==> src/rtl/cdb_pkg.sv <==
// Shared definitions for the common-data-bus arbiter and its round-robin picker.
// Latency: n/a (types, defaults and a helper function only).
// Backpressure: n/a.
package cdb_pkg;

    localparam int N_REQ_DEF  = 4;
    localparam int DATA_W_DEF = 32;
    localparam int TAG_W_DEF  = 4;

    // One CDB beat at the default widths, as seen by every listener.
    typedef struct packed {
        logic                  valid;
        logic [TAG_W_DEF-1:0]  tag;
        logic [DATA_W_DEF-1:0] data;
    } cdb_bus_t;

    localparam logic [TAG_W_DEF-1:0] TAG_NONE = '0;

    // Round-robin pointer width; a single requester still gets one bit.
    function automatic int ptr_w(input int n);
        return (n > 1) ? $clog2(n) : 1;
    endfunction

endpackage

==> src/rtl/rr_picker.sv <==
// Round-robin picker: first set bit of i_req scanning from i_ptr upward, wrapping mod N.
// Latency: purely combinational.
// Backpressure: none; the caller qualifies o_grant with its own load enable.
//
// Ports:
//   i_req   request vector, bit i = requester i
//   i_ptr   highest-priority requester index this cycle (must be < N)
//   o_grant one-hot winner, all zero when i_req == 0
//   o_idx   encoded winner index, zero when i_req == 0
//   o_any   at least one request present
module rr_picker #(
    parameter int N  = 4,
    parameter int PW = 2
) (
    input  logic [N-1:0]  i_req,
    input  logic [PW-1:0] i_ptr,
    output logic [N-1:0]  o_grant,
    output logic [PW-1:0] o_idx,
    output logic          o_any
);

    always_comb begin
        o_grant = '0;
        o_idx   = '0;
        o_any   = |i_req;
        // Scan from the farthest offset back to the pointer so the candidate
        // closest to i_ptr is the last (and therefore winning) assignment.
        for (int k = N - 1; k >= 0; k--) begin
            if (i_req[(int'(i_ptr) + k) % N]) begin
                o_grant                          = '0;
                o_grant[(int'(i_ptr) + k) % N]   = 1'b1;
                o_idx                            = PW'((int'(i_ptr) + k) % N);
            end
        end
    end

endmodule

==> src/rtl/cdb_arbiter.sv <==
// CDB arbiter: round-robin grant among FU results, winner registered onto the common data bus.
// Latency: granted at edge k, visible on cdbValid/cdbTag/cdbData during cycle k+1.
// Backpressure: cdbReady=0 with a valid beat held stalls the bus and withholds all grants.
//
// Ports:
//   clk, RST               clock; synchronous active-high reset
//   req/reqData/reqTag     per-FU request, result and RS tag (slice i = FU i)
//   grant                  combinational one-hot grant, result taken at this edge
//   cdbReady               listeners accept a new broadcast this cycle
//   cdbValid/cdbTag/cdbData registered broadcast
//   perfGrantCnt/perfStallCnt  saturating counters, present only when CDB_PERF_CNT_EN is defined
module cdb_arbiter
    import cdb_pkg::*;
#(
    parameter int N_REQ  = N_REQ_DEF,
    parameter int DATA_W = DATA_W_DEF,
    parameter int TAG_W  = TAG_W_DEF
) (
    input  logic                    clk,
    input  logic                    RST,
    input  logic [N_REQ-1:0]        req,
    input  logic [N_REQ*DATA_W-1:0] reqData,
    input  logic [N_REQ*TAG_W-1:0]  reqTag,
    output logic [N_REQ-1:0]        grant,
    input  logic                    cdbReady,
    output logic                    cdbValid,
    output logic [TAG_W-1:0]        cdbTag,
    output logic [DATA_W-1:0]       cdbData
`ifdef CDB_PERF_CNT_EN
    ,
    output logic [N_REQ*16-1:0]     perfGrantCnt,
    output logic [15:0]             perfStallCnt
`endif
);

    localparam int PW = ptr_w(N_REQ);

    logic              r_valid;
    logic [TAG_W-1:0]  r_tag;
    logic [DATA_W-1:0] r_data;
    logic [PW-1:0]     r_rr_ptr;

    logic              w_load_en;
    logic [N_REQ-1:0]  w_pick;
    logic [PW-1:0]     w_idx;
    logic              w_any;
    logic              w_take;
    logic [PW-1:0]     w_next_ptr;

    rr_picker #(
        .N  (N_REQ),
        .PW (PW)
    ) u_rr_picker (
        .i_req   (req),
        .i_ptr   (r_rr_ptr),
        .o_grant (w_pick),
        .o_idx   (w_idx),
        .o_any   (w_any)
    );

    // Output register may refill when empty or drained this cycle.
    assign w_load_en = !r_valid || cdbReady;
    // Reset suppresses grants so no FU believes its result was consumed.
    assign w_take    = !RST && w_load_en && w_any;
    assign grant     = w_take ? w_pick : '0;

    assign w_next_ptr = (int'(w_idx) == N_REQ - 1) ? '0 : w_idx + PW'(1);

    always_ff @(posedge clk) begin
        if (RST) begin
            r_valid  <= 1'b0;
            r_tag    <= '0;
            r_data   <= '0;
            r_rr_ptr <= '0;
        end else if (w_load_en) begin
            if (w_any) begin
                r_valid  <= 1'b1;
                r_tag    <= reqTag[int'(w_idx)*TAG_W +: TAG_W];
                r_data   <= reqData[int'(w_idx)*DATA_W +: DATA_W];
                r_rr_ptr <= w_next_ptr;
            end else begin
                // Drained with nobody waiting: bus goes idle, payload left as is.
                r_valid  <= 1'b0;
            end
        end
    end

    assign cdbValid = r_valid;
    assign cdbTag   = r_tag;
    assign cdbData  = r_data;

`ifdef CDB_PERF_CNT_EN
    logic [15:0] r_grant_cnt [N_REQ];
    logic [15:0] r_stall_cnt;

    always_ff @(posedge clk) begin
        if (RST) begin
            for (int i = 0; i < N_REQ; i++) begin
                r_grant_cnt[i] <= '0;
            end
            r_stall_cnt <= '0;
        end else begin
            for (int i = 0; i < N_REQ; i++) begin
                if (grant[i] && r_grant_cnt[i] != 16'hFFFF) begin
                    r_grant_cnt[i] <= r_grant_cnt[i] + 16'd1;
                end
            end
            if (|req && !(|grant) && r_stall_cnt != 16'hFFFF) begin
                r_stall_cnt <= r_stall_cnt + 16'd1;
            end
        end
    end

    always_comb begin
        perfGrantCnt = '0;
        for (int i = 0; i < N_REQ; i++) begin
            perfGrantCnt[i*16 +: 16] = r_grant_cnt[i];
        end
    end

    assign perfStallCnt = r_stall_cnt;
`endif

endmodule
==> config.mk <==
export PLATFORM = sky130hd
export DESIGN_NAME = cdb_arbiter
export DESIGN_NICKNAME = d
export VERILOG_FILES = /design/src/rtl/cdb_pkg.sv /design/src/rtl/rr_picker.sv /design/src/rtl/cdb_arbiter.sv
export SDC_FILE = /design/constraint.sdc
export NUM_CORES = 1
export LEC_CHECK = 0
export ABC_CLOCK_PERIOD_IN_PS = 2630
export CAP_MARGIN = 20
export CORE_MARGIN = 5
export CORE_UTILIZATION = 36
export DETAILED_ROUTE_END_ITERATION = 7
export GPL_ROUTABILITY_DRIVEN = 0
export PLACE_DENSITY = 0.85
export SLEW_MARGIN = 20
export SYNTH_ARGS = -nofsm -noshare
export SYNTH_HDL_FRONTEND = slang
export SYNTH_SLANG_ARGS = --single-unit
==> constraint.sdc <==
create_clock -name clk -period 2.63 [get_ports clk]
set_input_delay 0.789 -clock clk [delete_from_list [all_inputs] [get_ports clk]]
set_output_delay 0.789 -clock clk [all_outputs]
set_load 0.03 [all_outputs]
# Word level (Yosys, flattened, before mapping)
# Cells that the tools add are included.
# totals
ff_bits,39
latchBits,0
mem_bits_rw,0
rom_bits,0
inputBits,151
output_inout_bits,41
word_cells,66
memories,0
# op_classes
n_addsub,4
mul,0
n_div,0
order_cmp,8
eq_ne,1
shift,2
mux,30
bitwise,3
reduce_logical,14
# op_table
operator,count
128-bit by 8-bit indexed part select with 32-bit output,1
4-bit 2-to-1 mux,5
16-bit by 5-bit indexed part select with 4-bit output,1
"3-bit by 4-bit less-than comparator with 1-bit output, second input constant",3
1-bit 2-to-1 mux,12
2-bit 2-to-1 mux,5
"3-bit by 1-bit >= comparator with 1-bit output, second input constant",3
1-bit binary-select mux with 2-bit select,4
1-bit demux with 2-bit select,4
1-bit logical AND,6
2-bit OR reduction,3
"2-bit by 1-bit adder with 2-bit output, second input constant",2
"2-bit adder, second input constant",2
4-bit OR reduction,1
"1-bit bitwise AND, first input constant",3
"2-bit by 3-bit less-than comparator with 1-bit output, second input constant",1
"2-bit by 1-bit equality test with 1-bit output, second input constant",1
"2-bit by 1-bit >= comparator with 1-bit output, second input constant",1
1-bit zero test,2
2-bit AND reduction,1
1-bit logical OR,1

# Logic depth before layout (Yosys ltp)
# Gate-level depths: netlist of the first run.
# logic_depth
depth_word,12
mapped_depth,12
depth_no_buf,7

# Hierarchy
# A second synthesis of the first run with hierarchy kept.
# unflattened
cells_unflattened,205
area_unflattened_um2,2662.6
# modules_own_cells
module,n_inst,cells_each,area_per_inst_um2,seq_area_each_um2
cdb_arbiter,1,143,2164.6,780.7
rr_picker,1,62,498.0,0.0

# Worst setup path before layout of the first run
# OpenSTA, ideal clock, no wires.
# synth_path
kind,input port to output port
start,input req[2]
end,output grant[0]
t_arrival_ns,2.374
t_required_ns,1.841
path_slack_ns,-0.533
path_stages,6
path_buffers,1
path_cell_list,buf_2 > mux4_2 > nor2b_4 > a221o_1 > o21ai_0 > o2bb2ai_1
# synth_via
elab_chain_cells,8
word_cells_on_any_way,18
cone_classes,mux: 16; reduce/logical: 2
# synth_rtl
element,line_no,source
"start, declared",cdb_arbiter.sv:21,"input logic [N_REQ-1:0] req,"
1-bit binary-select mux with 2-bit select,rr_picker.sv:29,if (i_req[(int'(i_ptr) + k) % N]) begin
1-bit 2-to-1 mux (implied by the code) (2 in series),rr_picker.sv:29,
4-bit 2-to-1 mux (4 in series),rr_picker.sv:29,
4-bit 2-to-1 mux *,cdb_arbiter.sv:65,assign grant = w_take ? w_pick : '0;
"end, declared",cdb_arbiter.sv:24,"output logic [N_REQ-1:0] grant,"
# Every way passes the cells marked *; elsewhere a longest branch is shown, timed or not. The select of a mux whose other input is x is not followed.

# Final worst setup path of the first run
# layout_path
start,input req[3]
end,output grant[2]
# The elaborated chain is that of the path after synthesis.

==> results of run 1 <==
routing by layer:
layer,vias up,part of all wire (%),track usage [%]
li1,2143,-,-
met1,2174,38,27.4
met2,223,53,43.2
met3,29,7.7,4.72
met4,0,1.8,6.76
met5,-,0,0
power by group:
part	internal [mW]	total [mW]	switching, mW	leakage, nW
Sequential	0.830	0.966	0.136	0.324
Combinational	2.36	4.97	2.61	2.12
Clock	0.313	0.546	0.234	0.0618
state kept, by name, summed over array words and instances (netlist names):
name / count
r_rr_ptr: 2
cdbTag: 4
cdbData: 32
cdbValid: 1
worst max-delay path, cell delays in order:
cell and delay (ns):
buf_6 0.11, mux4_2 0.50, or3_4 0.46, o2bb2ai_4 0.18, buf_12 0.13
per-stage QoR:
stage	total power [mW]	area, um^2	util, %	std cells
global placement	5.46	6130	63.6	781
detailed placement	5.61	6130	63.6	781
floorplan	3.62	3610	-	443
global route	6.88	6460	67.0	794
finish	6.48	6460	67.0	794
CTS	6.30	6350	65.9	789
synthesized netlist by cell type, types with 2 or more instances:
cell,n
a2111oi_0,27
clkbuf_1,30
mux4_2,4
inv_1,75
nor2_1,4
o2bb2ai_1,4
buf_6,3
nor2b_4,2
a21o_1,2
o31ai_1,36
ha_1,7
o211ai_1,2
buf_4,3
mux2_2,2
a221o_1,4
dfxtp_1,39
a221oi_1,36
o21ai_0,5
a211oi_1,72
nand2_1,38
o21a_1,2
a31oi_1,2
or3_1,2
buf_2,20
o21ai_2,2
a2111oi_2,9
nand2b_1,2
cell type report:
cell class | instances | area share [%]
sequential | 39 | 12.1
timing repair buffer | 265 | 41.5
inverter | 75 | 4.36
multi-input combinational | 274 | 37.6
clock inverter | 2 | 0.600
clock buffer | 6 | 1.28
tap | 133 | 2.58
timing repair:
action | CTS | global route
setup buffers | 0 | 3
setup endpoints to repair | 42 | 35
resized for setup | 43 | 19
cloned | 0 | 2
hold endpoints to repair | 0 | 0
hold buffers | 0 | 0
pin swaps | 7 | 7
cells by family after synthesis:
family,count (synthesis),synth area share [%]
AOI/OAI and AO/OA,206,49.1
buffers and inverters,131,15.8
and+or+nand+nor,54,7.13
DFF,39,22.3
adders and majority gates,7,2.51
muxes,6,3.22
worst paths after layout:
check	to	slack, ns	cells after the start
hold / removal	cdbData[19]	0.46	2
hold reg to reg	cdbData[19]	0.46	2
setup reg to reg	cdbData[3]	0.11	10
setup / recovery	grant[2]	-0.33	5
==> impl_metrics.env, run 1 <==
export IMPL_maxSlewViolCount=0
export IMPL_fin_skew_ns=0.00706
export IMPL_ir_worst_vdd_uv=488
export IMPL_io_buffers=191
export IMPL_wirelength_um=14400
export IMPL_final_cell_mix="clkdlybuf4s50_1, inv_1, a211oi_1"
export IMPL_crit_arrival_ns=2.18
export IMPL_cts_root_buf="clkbuf_8"
export IMPL_hpwl_um=11000
export IMPL_finalHoldViolCount=0
export IMPL_yosysTopAreaCellShare_pct=22.3
export IMPL_chipWidth_um=109
export IMPL_clk_latency_ns=0.29
export IMPL_placementRows=36
export IMPL_period_minus_slack_ns=2.96
export IMPL_drtAntennaViolNets=0
export IMPL_synth_area_leaders="dfxtp_1, a211oi_1, a221oi_1, inv_1, o31ai_1"
export IMPL_path_max_fanout=7
export IMPL_synth_seq_cells=39
export IMPL_dieArea_mm2=0.0118
export IMPL_routedWlPerCell_um=18.1
export IMPL_grt_max_degree=37
export IMPL_multi_input_area_mm2=0.00243
export IMPL_critPathLaunch="req[3]"
export IMPL_yosys_warnings=0
export IMPL_synth_edf_count=0
export IMPL_die_h_um=109
export IMPL_synth_distinct_cells=36
export IMPL_cts_max_level=2
export IMPL_start_kind="input port"
export IMPL_leakagePower_nw=2.51
export IMPL_finalSetupViolCount=4
export IMPL_first_pass_iters=5
export IMPL_cts_tree="yes"
export IMPL_nets=818
export IMPL_yosysTopAreaCell="dfxtp_1"
export IMPL_layout_drive_gt1_share_pct=21.0
export IMPL_gr_usage_all_layers_pct=23.5
export IMPL_io_pins=192
export IMPL_setup_ws_ns=-0.335
export IMPL_vias=4569
export IMPL_worst_pin_slew_ns=0.584
export IMPL_p_per_area_mw_per_mm2=1000
export IMPL_grt_pass1_wl_um=22300
export IMPL_finalCritPeriodShare_pct=113
export IMPL_synthCells=443
export IMPL_drc_errors=0
export IMPL_status="complete, but fails checks"
export IMPL_fill_cells=780
export IMPL_critPathCaptureType="primary output"
export IMPL_antenna_cells=0
export IMPL_synth_top_flop_cell="dfxtp_1"
export IMPL_via_per_inst=5.75
export IMPL_worstHoldStart="cdbData[19]"
export IMPL_synth_seq_area_share_pct=22.3
export IMPL_mostFrequentLayoutCell="clkdlybuf4s50_1"
export IMPL_syn_cell_area_mm2=0.00349
export IMPL_area_delta_synth_final_pct=84.9
export IMPL_path_clk_slew_ns=0.09
export IMPL_antenna_found_initial=0
export IMPL_cap_viol_max_count=0
export IMPL_max_freq_mhz=337
export IMPL_regArea_um2=782
export IMPL_path_class="input port to primary output"
export IMPL_grt_ovfl_total=0
export IMPL_async_reset_ff_share_pct=0
export IMPL_rsz0062_at_grt="true"
export IMPL_numClockSinks=39
export IMPL_synth_net_count=601
export IMPL_synth_area_per_cell_um2=7.89
export IMPL_worstHoldPathType="flip-flop to flip-flop"
export IMPL_drt_iter0_markers=232
export IMPL_start_util_pct=36.3
export IMPL_rr_startpoint="r_rr_ptr[1]"
export IMPL_tns_ns=-1.32
export IMPL_violations="negative setup slack"
export IMPL_cts_buffers=5
export IMPL_coreArea_mm2=0.00964
export IMPL_cts_max_path_buffers=2
export IMPL_slew_headroom_pct=60.8
export IMPL_holdWs_ns=0.460
export IMPL_dp_slack_ns=-0.877
export IMPL_grt_pass1_vias=4618
export IMPL_crit_required_ns=1.84
Note: power is estimated with default switching activity, not from simulation.
==> run 2, diff against run 1 <==
--- a/config.mk
+++ b/config.mk
@@ -8,11 +8,13 @@
 export ABC_CLOCK_PERIOD_IN_PS = 2630
 export CAP_MARGIN = 20
 export CORE_MARGIN = 5
-export CORE_UTILIZATION = 36
+export CORE_UTILIZATION = 32
 export DETAILED_ROUTE_END_ITERATION = 7
 export GPL_ROUTABILITY_DRIVEN = 0
+export GPL_TIMING_DRIVEN = 0
 export PLACE_DENSITY = 0.85
 export SLEW_MARGIN = 20
 export SYNTH_ARGS = -nofsm -noshare
 export SYNTH_HDL_FRONTEND = slang
+export SYNTH_HIERARCHICAL = 1
 export SYNTH_SLANG_ARGS = --single-unit
==> run 2 against run 1 <==
Effect of this change: combinational power down 22%; sequential share of layout area up 2.9 points; the run still ends with negative setup slack left; die area down 13%; count of clock-buffer cells in the layout unchanged.
==> impl_metrics.env, run 2 <==
export IMPL_p_per_area_mw_per_mm2=984
export IMPL_grt_pass1_vias=3158
export IMPL_slew_headroom_pct=68.6
export IMPL_post_route_util_pct=64.3
export IMPL_first_pass_iters=6
export IMPL_dieArea_mm2=0.0102
export IMPL_synth_top_flop_cell="dfxtp_1"
export IMPL_status="complete, but fails checks"
export IMPL_routedWlPerCell_um=20.1
export IMPL_crit_buf_inv=2
export IMPL_cp_slowest_cell="or4_1"
export IMPL_reg2reg_slack_ns=-0.38
export IMPL_coreArea_mm2=0.00818
export IMPL_critPathTopFamily="simple AND/OR/NAND/NOR gates"
export IMPL_area_delta_synth_final_pct=97.3
export IMPL_synth_net_count=365
export IMPL_nets=589
export IMPL_async_reset_ff_share_pct=0
export IMPL_wirelength_um=10700
export IMPL_numClockSinks=39
export IMPL_worstHoldStart="cdbData[13]"
export IMPL_crit_arrival_ns=2.50
export IMPL_cts_buffers=5
export IMPL_antenna_cells=0
export IMPL_largest_reg_flops=32
export IMPL_critPathCaptureType="primary output"
export IMPL_cts_max_level=2
export IMPL_final_cell_mix="clkdlybuf4s50_1, dfxtp_1, a22o_1"
export IMPL_worst_pin_slew_ns=0.471
export IMPL_synth_seq_cells=39
export IMPL_via_per_inst=5.39
export IMPL_synth_edf_count=0
export IMPL_crit_required_ns=1.84
export IMPL_yosys_warnings=6
export IMPL_finalHoldViolCount=0
export IMPL_fill_cells=617
export IMPL_path_cells="buf_6 -> mux4_2 -> or4_1 -> a21o_1 -> o211ai_1 -> and2_4 -> buf_6"
export IMPL_start_kind="input port"
export IMPL_io_pins=192
export IMPL_path_class="input port to primary output"
export IMPL_cts_tree="yes"
export IMPL_grt_max_degree=12
export IMPL_ys_top_cells_by_count="dfxtp_1, a22o_1, mux4_2"
export IMPL_antenna_found_initial=0
export IMPL_syn_cell_area_mm2=0.00266
export IMPL_rr_startpoint="r_rr_ptr[0]"
export IMPL_io_buffers=191
export IMPL_cts_root_buf="clkbuf_8"
export IMPL_cap_viol_max_count=0
export IMPL_path_max_fanout=9
export IMPL_synthCells=205
export IMPL_dp_cells=501
export IMPL_finalSetupViolCount=41
export IMPL_path_clk_slew_ns=0.07
export IMPL_r2r_cells=14
export IMPL_synth_area_leaders="dfxtp_1, mux4_2, a22o_1, mux4_1, ha_1"
export IMPL_hold_path_endpoint="cdbData[13]"
export IMPL_chipWidth_um=101
export IMPL_mostFrequentLayoutCell="clkdlybuf4s50_1"
export IMPL_drt_iter0_markers=74
export IMPL_grt_pass1_wl_um=15700
export IMPL_violations="negative setup slack"
export IMPL_yosys_cell_count_top_type="dfxtp_1"
export IMPL_holdWs_ns=0.477
export IMPL_rsz0062_at_grt="true"
export IMPL_finalCritPeriodShare_pct=125
export IMPL_ir_worst_vdd_uv=533
export IMPL_clk_latency_ns=0.28
export IMPL_gr_usage_all_layers_pct=19.7
export IMPL_yosysTopAreaCellShare_pct=29.3
export IMPL_hold_path_depth=1
export IMPL_yosysTopAreaCell="dfxtp_1"
export IMPL_synth_seq_area_share_pct=29.3
export IMPL_start_util_pct=32.6
export IMPL_drc_errors=0
export IMPL_synth_distinct_cells=38
export IMPL_max_freq_mhz=304
export IMPL_synth_area_per_cell_um2=13.0
export IMPL_crit_top_cell="buf_6"
export IMPL_placementRows=33
export IMPL_vias=2877
export IMPL_cpPeakStageDelay_ns=0.55
export IMPL_fin_skew_ns=0.00564
export IMPL_hpwl_um=8170
export IMPL_drtAntennaViolNets=0
export IMPL_setup_ws_ns=-0.663
export IMPL_leakagePower_nw=2.05
export IMPL_die_h_um=101
export IMPL_final_cells=534
export IMPL_hold_buffers=0
export IMPL_period_minus_slack_ns=3.29
export IMPL_worstHoldPathType="flip-flop to flip-flop"
export IMPL_grt_ovfl_total=0
export IMPL_layout_drive_gt1_share_pct=26.8
export IMPL_r2r_end="cdbTag[3]"
export IMPL_cts_max_path_buffers=2
export IMPL_total_power_mw=5.17
export IMPL_maxSlewViolCount=0
## run 2: worst register-to-register path, cell delays in order, from the launching register on
cell and delay, ns:
dfxtp_4 0.35, buf_8 0.12, buf_8 0.12, buf_6 0.11, buf_4 0.13, mux2_2 0.33
mux2i_4 0.18, buf_6 0.14, nand3_1 0.11, o2bb2ai_4 0.18, buf_4 0.15, buf_6 0.12
buf_4 0.12, mux4_1 0.55, a22o_1 0.19
## run 2: per-stage QoR
stage               cell area [um^2]  setup TNS, ns  setup slack [ns]
global placement                4760         -35.97             -1.68
CTS                             5160         -11.65            -0.644
global route                    5250         -18.71            -0.707
finish                          5250         -14.88            -0.663
floorplan                       2710          -2.78            -0.429
detailed placement              4760         -38.80             -1.73
## run 2: worst max-delay path by stage
| stage | to | depth (start not counted) | slack, ns | startpoint |
|---|---|---|---|---|
| 6_report | grant[2] | 7 | -0.66 | req[3] |
| 4_1_cts | grant[2] | 7 | -0.64 | req[2] |
| 2_1_floorplan | grant[2] | 5 | -0.43 | req[2] |
| 5_1_grt | grant[2] | 9 | -0.71 | r_rr_ptr[0] |
| 3_5_place_dp | grant[2] | 7 | -1.73 | req[3] |
| 3_3_place_gp | grant[2] | 7 | -1.68 | req[3] |
## run 2: what timing repair did
| item | CTS | global route |
|---|---|---|
| setup buffers | 18 | 5 |
| pin swaps | 6 | 9 |
| setup endpoints to repair | 41 | 41 |
| gates cloned | 4 | 0 |
| gates resized for setup | 68 | 13 |
## run 2: cell families (layout without fill, tap and decap cells)
family	Yosys count	in the layout	share of synthesized area [%]
simple gates	31	31	6.86
compound gates	61	61	18.0
buf+inv	21	245	5.92
fa+ha+maj	9	9	4.23
flops	39	39	29.3
mux	44	44	35.7
## run 2: layer usage
layer  routed length (um)  track usage [%]  part of all wire (%)
met1                 3660             20.4                    34
met2                 5930             38.9                    55
met5                    0                0                     0
met3                  952             5.72                   8.9
met4                  169             4.09                   1.6
## run 2: cell type report
| class | instances | area, um^2 | area share (%) |
|---|---|---|---|
| multi-input combinational | 145 | 1820 | 34.7 |
| inverter | 4 | 22.5 | 0.429 |
| buffer | 16 | 148 | 2.81 |
| timing repair buffer | 218 | 2250 | 42.9 |
| sequential | 39 | 788 | 15.0 |
| clock inverter | 1 | 5.00 | 0.0953 |
| tap | 105 | 131 | 2.50 |
| clock buffer | 6 | 82.6 | 1.57 |
## run 2: power by group
group	switching, mW	internal, mW
Clock	0.197	0.206
Combinational	1.62	2.25
Sequential	0.114	0.786
==> run 3, diff against run 2 <==
--- a/config.mk
+++ b/config.mk
@@ -13,7 +13,7 @@
 export GPL_ROUTABILITY_DRIVEN = 0
 export GPL_TIMING_DRIVEN = 0
 export PLACE_DENSITY = 0.85
-export SLEW_MARGIN = 20
+export SLEW_MARGIN = 10
 export SYNTH_ARGS = -nofsm -noshare
 export SYNTH_HDL_FRONTEND = slang
 export SYNTH_HIERARCHICAL = 1
==> results of run 3 <==
The final DEF is identical to that of run 2; final timing and power are the same.
